==> config.mk <==
export PLATFORM = sky130hd
export DESIGN_NAME = elastic_buf
export DESIGN_NICKNAME = d
export VERILOG_FILES = /design/src/rtl/elastic_buf.sv
export SDC_FILE = /design/constraint.sdc
export NUM_CORES = 1
export LEC_CHECK = 0
export BUFFER_PORTS_ARGS = -buffer_cell sky130_fd_sc_hd__buf_2
export CAP_MARGIN = 20
export CORE_MARGIN = 4
export CORE_UTILIZATION = 50
export DETAILED_ROUTE_END_ITERATION = 8
export GPL_TIMING_DRIVEN = 1
export HOLD_SLACK_MARGIN = 0.15
export PLACE_DENSITY = 0.71
export SYNTH_ARGS = -nofsm -noshare
export SYNTH_HDL_FRONTEND = slang
export SYNTH_SLANG_ARGS = --single-unit
==> constraint.sdc <==
create_clock -name CLK -period 2.9 [get_ports CLK]
set_input_delay 0.435 -clock CLK [delete_from_list [all_inputs] [get_ports CLK]]
set_output_delay 0.435 -clock CLK [all_outputs]
set_load 0.01 [all_outputs]
==> src/rtl/elastic_buf.sv <==
// elastic_buf: registered FIFO buffer with valid/ready on both sides.
// First-word-fall-through output; all status derives from registered state.
module elastic_buf #(
  parameter int WIDTH = 6,
  parameter int DEPTH = 4,
  localparam int AW = $clog2(DEPTH)
) (
  input  logic             CLK,
  input  logic             RESET_N,
  input  logic             FLUSH,
  input  logic [WIDTH-1:0] I,
  input  logic             IN_VALID,
  output logic             IN_READY,
  output logic [WIDTH-1:0] O,
  output logic             OUT_VALID,
  input  logic             OUT_READY,
  output logic [AW:0]      COUNT
);

  localparam logic [AW:0] FULL_CNT = (AW+1)'(DEPTH);

  logic [DEPTH-1:0][WIDTH-1:0] mem_q, mem_d;
  logic [AW-1:0]               wr_ptr_q, wr_ptr_d;
  logic [AW-1:0]               rd_ptr_q, rd_ptr_d;
  logic [AW:0]                 count_q, count_d;
  logic                        push, pop;

  // Status outputs come straight from registers; reset gates IN_READY low.
  always_comb begin
    IN_READY  = RESET_N & (count_q != FULL_CNT);
    OUT_VALID = (count_q != '0);
    O         = mem_q[rd_ptr_q];
    COUNT     = count_q;
  end

  // Next-state: handshakes update pointers/count; FLUSH discards everything.
  always_comb begin
    mem_d    = mem_q;
    wr_ptr_d = wr_ptr_q;
    rd_ptr_d = rd_ptr_q;
    count_d  = count_q;
    push     = IN_VALID & IN_READY;
    pop      = OUT_VALID & OUT_READY;
    if (FLUSH) begin
      wr_ptr_d = '0;
      rd_ptr_d = '0;
      count_d  = '0;
    end else begin
      if (push) begin
        mem_d[wr_ptr_q] = I;
        wr_ptr_d        = wr_ptr_q + 1'b1;
      end
      if (pop) rd_ptr_d = rd_ptr_q + 1'b1;
      // push and pop together leave the occupancy unchanged
      case ({push, pop})
        2'b10:   count_d = count_q + 1'b1;
        2'b01:   count_d = count_q - 1'b1;
        default: count_d = count_q;
      endcase
    end
  end

  // State register with synchronous active-low reset clearing storage too.
  always_ff @(posedge CLK) begin
    if (!RESET_N) begin
      mem_q    <= '0;
      wr_ptr_q <= '0;
      rd_ptr_q <= '0;
      count_q  <= '0;
    end else begin
      mem_q    <= mem_d;
      wr_ptr_q <= wr_ptr_d;
      rd_ptr_q <= rd_ptr_d;
      count_q  <= count_d;
    end
  end

endmodule
==> flow_summary_export.csv <==
group,metric,value,unit
run_status,status,"finished clean",
clock_tree,htree_num_levels,2,
worst_setup_path,crit_chain,"nor3b_4 > or2_2 > ha_1 > inv_1 > fa_1 > xor2_1 > or3_1 > a21oi_1",
clock_tree,cts_made_buffers,5,
worst_setup_path,critPathLaunch,"COUNT[2]",
final_layout,finalInstanceArea,0.00170,mm^2
final_layout,postLayoutCoreUtil,60.1,%
power,ir_drop,0.344,mV
timing,tightest_slew,0.654,ns
timing,fin_crit,2.49,ns
detailed_routing,firstDrtPassIters,4,
die,core_area,0.00283,mm^2
timing,relSlewSlack,56.2,%
timing,clock_skew,0.0103,ns
clock_tree,path_clk_slew,0.09,ns
worst_setup_path,reg2reg_from,"COUNT[2]",
placed_design,place_hpwl,1980,um
power,pwr_density_cell,445,mW/mm^2
die,ios,22,
timing,setup_viol,0,
power,power_frac_comb,8.4,%
placed_design,place_inst,187,
global_route,grt_pass1_wl,4710,um
power,switching_share,24.6,%
synthesis,ys_warn_count,0,
hold_path,holdCritStartpoint,"I[2]",
die,die_area,0.00400,mm^2
die,start_util,54.0,%
worst_setup_path,worstSetupPathType,"reg2reg",
synthesis,postSynthAreaPerCell,10.8,um^2
timing,fin_crit_sh,85.7,%
clock_tree,cts_buffer_depth,2,
final_layout,final_layout_size_suffix_gt1_share,27.6,%
detailed_routing,ant_nets,0,
timing,fin_hold_ws,0.432,ns
global_route,gr-total-overflow,0,
hold_path,hold_class,"in2reg",
worst_setup_path,slowest_stage,"nor3b_4",
final_layout,synthToLayoutAreaGrowth,11.2,%
timing,rsz0062_at_grt,"false",
detailed_routing,vias,1038,
synthesis,postSynthCellCount,141,
clock_tree,cts_tree,"built",
detailed_routing,drcViolationCount,0,
die,chipHeight,63.3,um
final_layout,fillers,240,
job,drv_cap,0,
worst_setup_path,critical-path-max-stage-delay,0.54,ns
placed_design,place_area,0.00164,mm^2
worst_setup_path,critPathMaxFanout,9,
worst_setup_path,worstSetupStartpointType,"flip-flop",
detailed_routing,drt_iter0_drc,36,
global_route,antenna_found_initial,0,
clock_tree,cts_resized,0,
synthesis,synthesis.area,0.00153,mm^2
final_layout,insertedDiodeCount,0,
power,p_clk_share,33.9,%
die,dieWidth,63.3,um
power,p_seq_share,57.7,%
synthesis,synthArstFlopShare,0,%
synthesis,synth.distinct_cells,28,
synthesis,synth-seq-area-share,40.6,%
worst_setup_path,end_kind,"flip-flop",
final_layout,finalNonFillerCells,194,
global_route,grt_usage,15.4,%
timing,hold_viol,0,
power,p_leak,0.000614,uW
clock_tree,insertion_delay,0.33,ns
clock_tree,cts.sinks,31,
power,p_switching,186,uW
clock_tree,postCtsSetupBuffers,0,
placed_design,place.gp.congestion,0.769,
timing,max_clock_freq,0.402,GHz
final_layout,nets,180,
die,rows,19,
clock_tree,root_buffer,"clkbuf_4",
final_layout,final_cell_mix,"dfxtp_1, nand2_1, mux2i_1, buf_2, mux4_2",
detailed_routing,routedWlPerCell,14.5,um
detailed_routing,wirelength,2820,um
synthesis,synth_nets,158,
placed_design,port_buffers,21,
worst_setup_path,cp.required,3.17,ns
timing,finalSetupTns,0,ns
synthesis,synthFlopType,"dfxtp_1",
power,intPower,570,uW
synthesis,synth-edff-count,0,
global_route,grt_pass1_vias,1025,
clock_tree,holdBufCountCts,0,
detailed_routing,viasPerCell,5.35,
synthesis,ys_seq_elements,31,
timing,slew_viol_final,0,
worst_setup_path,worstPathArrival,2.76,ns
global_route,grt_start_max_net_pins,34,
routing by layer:
layer  routed length, um  GRT usage (%)  vias to the layer above
li1                    -              -                      526
met1                1310           18.9                      489
met2                1300           23.7                       17
met3                 145           6.04                        6
met4                  62           7.28                        0
met5                   0              0                        -
critical path, delay by kind of cell (launching register included):
kind                     cells  cell delay, ns
AO/OA/AOI/OAI                1            0.14
XOR/XNOR                     1            0.17
adder cells (fa/ha/maj)      2            0.56
buffers and inverters        1            0.06
flip-flops                   1            0.42
AND/OR/NAND/NOR              3            1.08
cell usage after synthesis, types with 2 or more instances:
cell type | instances | area share [%]
ha_1 | 5 | 4.1
nor2_1 | 5 | 1.2
xor2_1 | 3 | 1.7
clkbuf_1 | 3 | 0.74
dfxtp_1 | 31 | 41
a21oi_1 | 3 | 0.98
mux4_2 | 6 | 8.8
nand2_1 | 31 | 7.6
mux2i_1 | 24 | 16
nor4b_4 | 4 | 6.2
or3_2 | 2 | 0.98
buf_2 | 2 | 0.66
o21ai_0 | 3 | 0.98
inv_1 | 5 | 1.2
flip-flops by register name, summed over array words and instances (netlist names):
register,flops
COUNT,3
mem_q,24
rd_ptr_q,2
wr_ptr_q,2
metrics by stage:
stage / power (uW) / setup slack, ns
2_1_floorplan: 491 / 0.550
3_3_place_gp: 508 / 0.526
4_1_cts: 768 / 0.432
6_report: 756 / 0.413
5_1_grt: 793 / 0.289
3_5_place_dp: 510 / 0.447
final cells by class:
| type | instances | area [um^2] | area share (%) |
|---|---|---|---|
| clock inverter | 1 | 5.00 | 0.295 |
| timing repair buffer | 22 | 113 | 6.63 |
| inverter | 5 | 18.8 | 1.10 |
| sequential | 31 | 621 | 36.5 |
| multi-input combinational | 98 | 852 | 50.1 |
| tap | 31 | 38.8 | 2.28 |
| clock buffer | 6 | 51.3 | 3.02 |
final timing paths:
check              end  slack (ns)  cells after the start
max           COUNT[2]        0.41                      8
min          mem_q[14]        0.43                      3
max reg2reg   COUNT[2]        0.41                      8
min reg2reg  mem_q[13]        0.46                      2
power groups by stage:
stage          Combinational, uW  Clock [uW]  Sequential (uW)
6_report                    63.8         256              436
5_1_grt                     70.3         285              437
4_1_cts                     64.4         267              436
3_5_place_dp                63.9           0              446
3_3_place_gp                62.3           0              445
2_1_floorplan               46.2           0              444
logic make-up (layout without fill, tap and decap cells):
kind of cell	Yosys count	in the layout	synth area share [%]
adder cells (fa/ha/maj)	6	6	5.41
flip-flops	31	31	40.6
multiplexers	30	30	24.6
buffers and inverters	12	34	3.60
AND/OR/NAND/NOR	49	49	19.8
XOR/XNOR	4	4	2.29
AO/OA/AOI/OAI	9	9	3.69
Power figures use the tool's default switching activity.
